--- src/rtl/spi_link.sv ---
// spi_link: SPI mode-0 master and slave engines joined over an internal bus.
// One byte is exchanged full-duplex per transfer; the bus lines are exported for monitoring.
module spi_link #(
  parameter int HALF_PERIOD = 2
) (
  input  logic       clk,
  input  logic       rst,
  input  logic       start,
  input  logic [7:0] m_tx_data,
  output logic [7:0] m_rx_data,
  output logic       m_done,
  output logic       busy,
  input  logic [7:0] s_tx_data,
  output logic [7:0] s_rx_data,
  output logic       s_done,
  output logic       sclk,
  output logic       mosi,
  output logic       miso,
  output logic       ss_n
);

  localparam int CW = (HALF_PERIOD > 2) ? $clog2(HALF_PERIOD) : 1;
  localparam logic [CW-1:0] HP_LAST = CW'(HALF_PERIOD - 1);
  localparam logic [CW-1:0] HP_ZERO = {CW{1'b0}};
  localparam logic [CW-1:0] HP_ONE  = CW'(1);

  typedef enum logic [1:0] {
    M_IDLE = 2'd0,
    M_XFER = 2'd1,
    M_HOLD = 2'd2
  } m_state_e;

  m_state_e          m_state_q, m_state_d;
  logic [CW-1:0]     hp_cnt_q, hp_cnt_d;
  logic [3:0]        m_bit_cnt_q, m_bit_cnt_d;
  logic              sclk_q, sclk_d;
  logic              ss_n_q, ss_n_d;
  logic              busy_q, busy_d;
  logic [7:0]        m_tx_sh_q, m_tx_sh_d;
  logic [7:0]        m_rx_sh_q, m_rx_sh_d;
  logic [7:0]        m_rx_data_q, m_rx_data_d;
  logic              m_done_q, m_done_d;

  logic              s_sclk_prev_q, s_sclk_prev_d;
  logic              s_ss_prev_q, s_ss_prev_d;
  logic [2:0]        s_bit_cnt_q, s_bit_cnt_d;
  logic [7:0]        s_tx_sh_q, s_tx_sh_d;
  logic [6:0]        s_rx_sh_q, s_rx_sh_d;
  logic [7:0]        s_rx_data_q, s_rx_data_d;
  logic              s_done_q, s_done_d;

  logic              mosi_s;
  logic              miso_s;

  // MSB of each transmit shifter is the line it drives; the slave releases MISO while deselected.
  assign mosi_s = m_tx_sh_q[7];
  assign miso_s = s_tx_sh_q[7] & ~ss_n_q;

  // Master next-state: SCLK toggles every HALF_PERIOD cycles, sampling on rises, shifting on falls.
  always_comb begin
    m_state_d   = m_state_q;
    hp_cnt_d    = hp_cnt_q;
    m_bit_cnt_d = m_bit_cnt_q;
    sclk_d      = sclk_q;
    ss_n_d      = ss_n_q;
    busy_d      = busy_q;
    m_tx_sh_d   = m_tx_sh_q;
    m_rx_sh_d   = m_rx_sh_q;
    m_rx_data_d = m_rx_data_q;
    m_done_d    = 1'b0;
    case (m_state_q)
      M_IDLE: begin
        if (start) begin
          m_state_d   = M_XFER;
          hp_cnt_d    = HP_ZERO;
          m_bit_cnt_d = 4'd0;
          ss_n_d      = 1'b0;
          busy_d      = 1'b1;
          m_tx_sh_d   = m_tx_data;
        end else begin
          sclk_d = 1'b0;
          ss_n_d = 1'b1;
        end
      end
      M_XFER: begin
        if (hp_cnt_q != HP_LAST) begin
          hp_cnt_d = hp_cnt_q + HP_ONE;
        end else if (!sclk_q) begin
          hp_cnt_d    = HP_ZERO;
          sclk_d      = 1'b1;
          m_rx_sh_d   = {m_rx_sh_q[6:0], miso_s};
          m_bit_cnt_d = m_bit_cnt_q + 4'd1;
        end else if (m_bit_cnt_q == 4'd8) begin
          hp_cnt_d    = HP_ZERO;
          sclk_d      = 1'b0;
          ss_n_d      = 1'b1;
          busy_d      = 1'b0;
          m_tx_sh_d   = 8'h00;
          m_rx_data_d = m_rx_sh_q;
          m_done_d    = 1'b1;
          m_state_d   = M_HOLD;
        end else begin
          hp_cnt_d  = HP_ZERO;
          sclk_d    = 1'b0;
          m_tx_sh_d = {m_tx_sh_q[6:0], 1'b0};
        end
      end
      M_HOLD: begin
        if (start) begin
          m_state_d = M_HOLD;
        end else begin
          m_state_d = M_IDLE;
        end
      end
      default: begin
        m_state_d = M_IDLE;
        sclk_d    = 1'b0;
        ss_n_d    = 1'b1;
        busy_d    = 1'b0;
        m_tx_sh_d = 8'h00;
      end
    endcase
  end

  // Master state and output registers.
  always_ff @(posedge clk or posedge rst) begin
    if (rst) begin
      m_state_q   <= M_IDLE;
      hp_cnt_q    <= HP_ZERO;
      m_bit_cnt_q <= 4'd0;
      sclk_q      <= 1'b0;
      ss_n_q      <= 1'b1;
      busy_q      <= 1'b0;
      m_tx_sh_q   <= 8'h00;
      m_rx_sh_q   <= 8'h00;
      m_rx_data_q <= 8'h00;
      m_done_q    <= 1'b0;
    end else begin
      m_state_q   <= m_state_d;
      hp_cnt_q    <= hp_cnt_d;
      m_bit_cnt_q <= m_bit_cnt_d;
      sclk_q      <= sclk_d;
      ss_n_q      <= ss_n_d;
      busy_q      <= busy_d;
      m_tx_sh_q   <= m_tx_sh_d;
      m_rx_sh_q   <= m_rx_sh_d;
      m_rx_data_q <= m_rx_data_d;
      m_done_q    <= m_done_d;
    end
  end

  // Slave next-state: bus edges are found by comparing the lines against last cycle's copies.
  always_comb begin
    s_sclk_prev_d = sclk_q;
    s_ss_prev_d   = ss_n_q;
    s_bit_cnt_d   = s_bit_cnt_q;
    s_tx_sh_d     = s_tx_sh_q;
    s_rx_sh_d     = s_rx_sh_q;
    s_rx_data_d   = s_rx_data_q;
    s_done_d      = 1'b0;
    if (ss_n_q) begin
      s_tx_sh_d = 8'h00;
    end else if (s_ss_prev_q) begin
      s_tx_sh_d   = s_tx_data;
      s_bit_cnt_d = 3'd0;
    end else if (sclk_q && !s_sclk_prev_q) begin
      s_rx_sh_d   = {s_rx_sh_q[5:0], mosi_s};
      s_bit_cnt_d = s_bit_cnt_q + 3'd1;
      if (s_bit_cnt_q == 3'd7) begin
        s_rx_data_d = {s_rx_sh_q, mosi_s};
        s_done_d    = 1'b1;
      end else begin
        s_rx_data_d = s_rx_data_q;
      end
    end else if (!sclk_q && s_sclk_prev_q) begin
      s_tx_sh_d = {s_tx_sh_q[6:0], 1'b0};
    end else begin
      s_tx_sh_d = s_tx_sh_q;
    end
  end

  // Slave registers.
  always_ff @(posedge clk or posedge rst) begin
    if (rst) begin
      s_sclk_prev_q <= 1'b0;
      s_ss_prev_q   <= 1'b1;
      s_bit_cnt_q   <= 3'd0;
      s_tx_sh_q     <= 8'h00;
      s_rx_sh_q     <= 7'h00;
      s_rx_data_q   <= 8'h00;
      s_done_q      <= 1'b0;
    end else begin
      s_sclk_prev_q <= s_sclk_prev_d;
      s_ss_prev_q   <= s_ss_prev_d;
      s_bit_cnt_q   <= s_bit_cnt_d;
      s_tx_sh_q     <= s_tx_sh_d;
      s_rx_sh_q     <= s_rx_sh_d;
      s_rx_data_q   <= s_rx_data_d;
      s_done_q      <= s_done_d;
    end
  end

  assign m_rx_data = m_rx_data_q;
  assign m_done    = m_done_q;
  assign busy      = busy_q;
  assign s_rx_data = s_rx_data_q;
  assign s_done    = s_done_q;
  assign sclk      = sclk_q;
  assign mosi      = mosi_s;
  assign miso      = miso_s;
  assign ss_n      = ss_n_q;

endmodule

--- config.mk ---
export PLATFORM = sky130hd
export DESIGN_NAME = spi_link
export DESIGN_NICKNAME = d
export VERILOG_FILES = /design/src/rtl/spi_link.sv
export SDC_FILE = /design/constraint.sdc
export NUM_CORES = 1
export LEC_CHECK = 0
export BUFFER_PORTS_ARGS = -buffer_cell sky130_fd_sc_hd__buf_2
export CAP_MARGIN = 25
export CORE_MARGIN = 3
export CORE_UTILIZATION = 50
export DETAILED_ROUTE_END_ITERATION = 8
export HOLD_SLACK_MARGIN = 0.02
export PLACE_DENSITY = 0.71
export RECOVER_POWER = 100
export SETUP_SLACK_MARGIN = 0.5
export SYNTH_ARGS = -nofsm -noshare
export SYNTH_HDL_FRONTEND = slang
export SYNTH_SLANG_ARGS = --single-unit
--- constraint.sdc ---
create_clock -name clk -period 2.05 [get_ports clk]
set_input_delay 0.1025 -clock clk [delete_from_list [all_inputs] [get_ports clk]]
set_output_delay 0.1025 -clock clk [all_outputs]
set_load 0.02 [all_outputs]
==> impl_metrics.py, run 1 <==
metrics = {
    "synth": {
        "synth-seq-cells": 64,
        "synth_enable_flop_cells": 0,
        "synthCells": 238,
        "synth.avg_cell_area_sq_um": 12.0,
        "ys.flop_type": "dfrtp_1",
        "yosysWarnings": 0,
        "synth-seq-area-share": 0.564,
        "yosysUniqueCellTypes": 39,
        "syn-cell-area_sq_um": 2850,
        "synth_fp_nets": 261,
        "async_reset_ff_frac": 1.00,
    },
    "setup_path": {
        "crit_top_cell": "clkbuf_1",
        "r2r-start": "m_bit_cnt_q[1]",
        "worstPathRequired_ns": 2.31,
        "crit_fanout": 8,
        "arrival_ns": 1.96,
        "endpoint_kind": "register",
        "crit_chain": "inv_1 -> ha_1 -> nand3b_1 -> clkbuf_1 -> clkbuf_1 -> nor2_1 -> o31a_1",
        "slowest_stage": "dfrtp_1",
        "r2r_slack_ns": 0.35,
        "cp_top_family": "buffers and inverters",
        "ff2ff_path_depth": 7,
        "crit_type": "reg -> reg",
        "max_stage_delay_ns": 0.36,
        "cp-start-kind": "register",
        "r2r-end": "ss_n",
        "path_buf_inv": 3,
    },
    "power_and_ir_drop": {
        "leakage_nw": 1.72,
        "power.density_nw_per_um2": 1330,
        "peakVddDrop_uv": 672,
    },
    "cts": {
        "cts_sinks": 64,
        "root_buffer": "clkbuf_8",
        "htreeDepth": 3,
        "cts_buffers": 9,
        "clockBufferDepth": 2,
        "cts_tree": "built",
        "clkLatencyLatePin_ns": 0.33,
        "clk_pin_slew_ns": 0.07,
    },
    "die": {
        "core_sq_um": 5300,
        "die-area_sq_um": 6630,
        "initial_core_util": 0.537,
        "ios": 42,
        "rows": 26,
        "die_h_um": 81.4,
        "die_w_um": 81.4,
    },
    "global_routing": {
        "first_global_vias": 2014,
        "grt_overflow": 0,
        "grt_antenna_before_repair": 0,
        "grt_max_degree": 39,
        "gr-usage-all-layers": 0.187,
        "grt_pass1_wl_um": 9410,
    },
    "route": {
        "drt_iter0_markers": 69,
        "drc": 0,
        "avgRoutedWirePerCell_um": 14.7,
        "drt-total-wl_um": 5580,
        "detail-route-antenna-nets": 0,
        "drt-pass1-iter-count": 4,
        "num_vias": 2013,
        "viasPerCell": 5.33,
    },
    "sta": {
        "slew_headroom": 0.399,
        "report.final.slew_viol_count": 0,
        "setup_violations": 0,
        "finalHoldViolations": 0,
        "fmax_mhz": 590,
        "worst_slew_pin_slew_ns": 0.902,
        "rsz0062_at_grt": "yes",
        "fin_skew_ns": 0.00912,
        "hold_ws_ns": 0.104,
        "post-route-period-util": 0.827,
        "setup_tns_ns": 0,
        "period_needed_ns": 1.70,
    },
    "outcome": {
        "status": "completed",
    },
    "flow_run": {
        "drv_cap": 0,
    },
    "finish": {
        "antenna_cells": 0,
        "drive_above_1_share": 0.282,
        "final_cell_mix": "dfrtp_1, clkbuf_1, nand2_1, mux2_2, buf_2",
        "final_nets": 326,
        "area_growth_pct": 21.9,
        "layout_commonest_cell": "dfrtp_1",
        "final_util": 0.654,
        "fillers": 463,
    },
    "min_path": {
        "whs_path_depth": 3,
        "worstHoldEndpoint": "m_tx_sh_q[7]",
        "min_path_type": "in -> reg",
        "min_from": "m_tx_data[7]",
    },
    "placement": {
        "routabilityCongestion": 0.732,
        "portBuffers": 41,
        "hpwl_um": 3550,
    },
}
-- worst max-delay path by stage --
stage                   start             end  cells after the start
5_1_grt          m_state_q[0]  m_bit_cnt_q[2]                      4
6_report       m_bit_cnt_q[1]            ss_n                      7
3_3_place_gp   m_bit_cnt_q[0]    m_rx_data[3]                      5
4_1_cts        m_bit_cnt_q[1]    m_tx_sh_q[2]                      6
3_5_place_dp   m_bit_cnt_q[0]    m_rx_data[3]                      5
2_1_floorplan            ss_n    s_rx_data[0]                      4
-- cell families (layout without fill, tap and decap cells) --
logic type | count (synthesis) | after routing | share of synthesized area
simple gates | 67 | 67 | 0.126
flops | 64 | 64 | 0.564
compound gates | 42 | 42 | 0.107
mux | 39 | 39 | 0.151
buf+inv | 21 | 91 | 0.0321
fa+ha+maj | 4 | 4 | 0.0176
xor+xnor | 1 | 1 | 0.00308
-- flip-flops by register name, indices dropped and copies added, names as in the netlist, 2 cells and up --
signal and count:
s_rx_data 8, m_tx_sh_q 8, m_state_q 2, m_rx_data 8, m_bit_cnt_q 4, s_bit_cnt_q 3
s_rx_sh_q 7, m_rx_sh_q 8, s_tx_sh_q 8
-- cell type report --
type / instances / area, sq um / area share
clock buffer: 11 / 141 / 0.0408
multi-input combinational: 153 / 1170 / 0.337
tap: 70 / 87.6 / 0.0253
sequential: 64 / 1610 / 0.464
inverter: 9 / 37.5 / 0.0108
timing repair buffer: 66 / 344 / 0.0992
clock inverter: 5 / 80.1 / 0.0231
-- cell usage after synthesis, types with 2 or more instances --
master / number / share of area
mux2_2: 31 / 0.12
ha_1: 4 / 0.018
dfrtp_1: 62 / 0.55
a21oi_1: 5 / 0.0088
nand3b_1: 2 / 0.0053
or3_1: 2 / 0.0044
mux2i_1: 8 / 0.028
o22ai_1: 2 / 0.0044
clkbuf_1: 7 / 0.0092
nor2_1: 14 / 0.018
dfstp_2: 2 / 0.018
a21boi_0: 2 / 0.0053
nand2b_1: 3 / 0.0066
a32o_1: 7 / 0.025
o21ai_0: 9 / 0.016
nor2b_1: 4 / 0.0088
nand3_1: 3 / 0.0053
buf_2: 4 / 0.0070
nor3b_1: 3 / 0.0079
nand2_1: 29 / 0.038
inv_1: 9 / 0.012
a22o_1: 8 / 0.025
a22oi_1: 2 / 0.0053
-- power by group --
group,internal [W],switching (W)
sequential,0.00160,0.000288
combinational,0.000706,0.000840
clock,0.000716,0.000469
total,0.00302,0.00160
-- through the flow --
stage,instance area (sq um),total power [W],std cells,setup WS [ns]
2_1_floorplan,2860,0.00295,238,0.463
3_5_place_dp,3160,0.00331,345,0.261
6_report,3470,0.00462,378,0.355
3_3_place_gp,3160,0.00327,345,0.325
5_1_grt,3470,0.00496,378,0.249
4_1_cts,3460,0.00458,368,0.502
-- layer usage --
metal,global-route usage,vias to the layer above,part of all wire
met5,0,-,0
met4,0.0861,0,0.019
met3,0.0384,10,0.045
li1,-,973,-
met2,0.285,47,0.47
met1,0.258,983,0.47
-- worst reg2reg max path, stage by stage (launching register included) --
cell	delay, ns
dfrtp_1	0.36
inv_1	0.07
ha_1	0.19
nand3b_1	0.15
clkbuf_1	0.33
clkbuf_1	0.21
nor2_1	0.09
o31a_1	0.24
-- timing repair --
| action | in CTS | in global routing |
|---|---|---|
| endpoints found under the setup margin | 32 | 32 |
| buffers inserted | 5 | 10 |
| hold buffers | 2 | 0 |
| hold endpoints to repair | 63 | 0 |
| pin swaps | 2 | 1 |
| resized for setup | 7 | 15 |
Note: power is estimated with default switching activity, not from simulation.
==> inputs of run 2 (changes only) <==
- ABC_AREA: unset -> 1
- clock period: 2.05 -> 1.7 ns (I/O delays scaled with it)
==> run 2 against run 1 <==
Effect of this change:
- worst setup slack worse by 0.13 ns
- largest cell class unchanged
- critical path type unchanged
- routed wire length is 36% higher
- first-iteration DRC count is 59% higher
- largest power group is now combinational cells
==> impl_metrics.py, run 2 <==
metrics = {
    "outcome": {
        "status": "completed",
    },
    "synth": {
        "synth_top_cell_area_share": 0.527,
        "yosysUniqueCellTypes": 23,
        "synth.avg_cell_area_sq_um": 9.28,
        "synth_most_common_cell": "nand2_1",
        "ys.flop_type": "dfrtp_1",
        "synth_largest_area_cell": "dfrtp_1",
        "syn-cell-area_sq_um": 2940,
        "synthCells": 317,
        "async_reset_ff_frac": 1.00,
        "ys_top_cells_by_area": "dfrtp_1, nand2_1, o21ai_0",
        "synth_enable_flop_cells": 0,
        "synth-seq-cells": 64,
        "synth-seq-area-share": 0.545,
        "synth_fp_nets": 340,
        "netlist_top_cells_count": "nand2_1, dfrtp_1, inv_1, o21ai_0, nand3_1",
        "yosysWarnings": 0,
    },
    "cts": {
        "clockBufferDepth": 2,
        "root_buffer": "clkbuf_8",
        "clkLatencyLatePin_ns": 0.35,
        "htreeDepth": 3,
        "cts_tree": "built",
        "cts_buffers": 9,
        "cts_sinks": 64,
        "clk_pin_slew_ns": 0.07,
    },
    "setup_path": {
        "cp-start-kind": "register",
        "path_buf_inv": 2,
        "crit_fanout": 8,
        "crit_type": "reg -> reg",
        "max_stage_delay_ns": 0.61,
        "arrival_ns": 1.76,
        "endpoint_kind": "register",
        "r2r-end": "s_rx_data[0]",
        "worstPathRequired_ns": 1.98,
        "slowest_stage": "dfstp_1",
        "cp_top_family": "flip-flops",
        "ff2ff_path_depth": 6,
        "r2r_slack_ns": 0.22,
        "crit_chain": "clkbuf_1 -> nor2_4 -> nand3_4 -> buf_12 -> nand2_1 -> o21ai_2",
        "r2r-start": "ss_n",
    },
    "global_routing": {
        "grt_overflow": 0,
        "gr-usage-all-layers": 0.193,
        "first_global_vias": 2182,
        "grt_pass1_wl_um": 9850,
        "grt_antenna_before_repair": 0,
        "grt_max_degree": 47,
    },
    "finish": {
        "area_growth_pct": 45.2,
        "design_area_sq_um": 4270,
        "layout_commonest_cell": "nand2_1",
        "final_cell_mix": "nand2_1, dfrtp_1, inv_1, o21ai_2, clkbuf_1",
        "final_nets": 431,
        "drive_above_1_share": 0.424,
        "antenna_cells": 0,
    },
    "sta": {
        "period_needed_ns": 1.48,
        "post-route-period-util": 0.868,
        "rsz0062_at_grt": "yes",
        "report.final.slew_viol_count": 0,
        "fin_skew_ns": 0.00984,
        "setup_tns_ns": 0,
        "slew_headroom": 0.376,
        "fmax_mhz": 678,
        "setup_violations": 0,
        "worst_slew_pin_slew_ns": 0.931,
        "finalHoldViolations": 0,
    },
    "route": {
        "detail-route-antenna-nets": 0,
        "viasPerCell": 5.13,
        "drt_iter0_markers": 110,
        "drt-total-wl_um": 7590,
        "drc": 0,
        "drt-pass1-iter-count": 4,
        "avgRoutedWirePerCell_um": 15.6,
        "num_vias": 2490,
    },
    "power_and_ir_drop": {
        "leakage_nw": 2.00,
        "totalPowerFinal_w": 0.00813,
        "power.density_nw_per_um2": 1900,
        "peakVddDrop_uv": 1220,
    },
    "flow_run": {
        "drv_cap": 0,
    },
    "die": {
        "die_w_um": 82.7,
        "ios": 42,
        "die-area_sq_um": 6840,
        "rows": 27,
        "core_sq_um": 5610,
        "die_h_um": 82.7,
        "initial_core_util": 0.525,
    },
    "placement": {
        "placed_area_sq_um": 3230,
        "hpwl_um": 3530,
        "portBuffers": 41,
        "routabilityCongestion": 0.789,
    },
    "min_path": {
        "min_path_type": "in -> reg",
        "whs_path_depth": 5,
        "worstHoldEndpoint": "m_tx_sh_q[3]",
        "min_from": "m_tx_data[3]",
    },
}
run 2: cell types whose count changed in the layout (fill, tap and decap cells not counted), sizes merged, moves of 23 or more:
| cell | previous run | this run |
|---|---|---|
| inv | 8 | 42 |
| nand2 | 30 | 99 |
| mux2 | 31 | 0 |
| nand3 | 3 | 26 |
| o21ai | 10 | 60 |
| buf | 31 | 56 |
run 2: through the flow:
stage,utilization,cells,hold WS [ns],setup slack [ns]
2_1_floorplan,-,317,0.216,0.337
4_1_cts,0.690,465,0.0286,0.342
3_5_place_dp,0.575,424,0.123,0.201
3_3_place_gp,0.575,424,0.120,0.259
5_1_grt,0.761,485,0.0672,0.122
6_report,0.761,485,0.0431,0.224
run 2: where the power goes:
| part | total [W] | leakage [nW] | switching (W) | internal [W] |
|---|---|---|---|---|
| combinational | 0.00405 | 1.03 | 0.00235 | 0.00169 |
| sequential | 0.00232 | 0.846 | 0.000335 | 0.00199 |
| clock | 0.00176 | 0.130 | 0.000638 | 0.00112 |
| total | 0.00813 | 2.00 | 0.00333 | 0.00481 |
run 2: logic make-up after synthesis:
family | Yosys count | synth area share
and+or+nand+nor | 133 | 0.222
AOI/OAI and AO/OA | 64 | 0.129
DFF | 64 | 0.545
buffers and inverters | 51 | 0.0834
adders and majority gates | 4 | 0.0170
xor gates and xnor gates | 1 | 0.00298
run 2: how the worst max path moves through the flow:
stage	depth (start not counted)	startpoint	slack, ns	to
after CTS	7	m_bit_cnt_q[0]	0.34	m_rx_data[2]
after floorplan	8	m_bit_cnt_q[0]	0.34	m_rx_data[4]
after detailed placement	7	m_bit_cnt_q[0]	0.20	m_rx_data[2]
final	6	ss_n	0.22	s_rx_data[0]
after global placement	7	m_bit_cnt_q[0]	0.26	m_rx_data[0]
after global routing	7	m_state_q[0]	0.12	m_tx_sh_q[3]
run 2: metal layers:
metal,global-route usage,share of wire,vias to the layer above
li1,-,-,1198
met1,0.246,0.42,1223
met2,0.312,0.52,54
met3,0.0358,0.040,15
met4,0.103,0.022,0
met5,0,0,-
run 2: layout make-up:
| class | count | area, sq um |
|---|---|---|
| tap | 72 | 90.1 |
| fill | 388 | 1340 |
| inverter | 42 | 169 |
| multi-input combinational | 205 | 1450 |
| clock buffer | 9 | 124 |
| sequential | 64 | 1610 |
| timing repair buffer | 86 | 686 |
| clock inverter | 7 | 141 |
run 2: worst register-to-register path, cell delays in order (launching register included):
cell,delay (ns)
dfstp_1,0.61
clkbuf_1,0.26
nor2_4,0.12
nand3_4,0.15
buf_12,0.15
nand2_1,0.08
o21ai_2,0.05
run 2: what timing repair did:
| action | 4_1_cts | 5_1_grt |
|---|---|---|
| setup buffers | 20 | 17 |
| cloned | 2 | 3 |
| pin swaps | 4 | 29 |
| gates resized for setup | 43 | 96 |
| hold endpoints to repair | 20 | 0 |
| endpoints found under the setup margin | 54 | 61 |
| hold buffers | 3 | 0 |
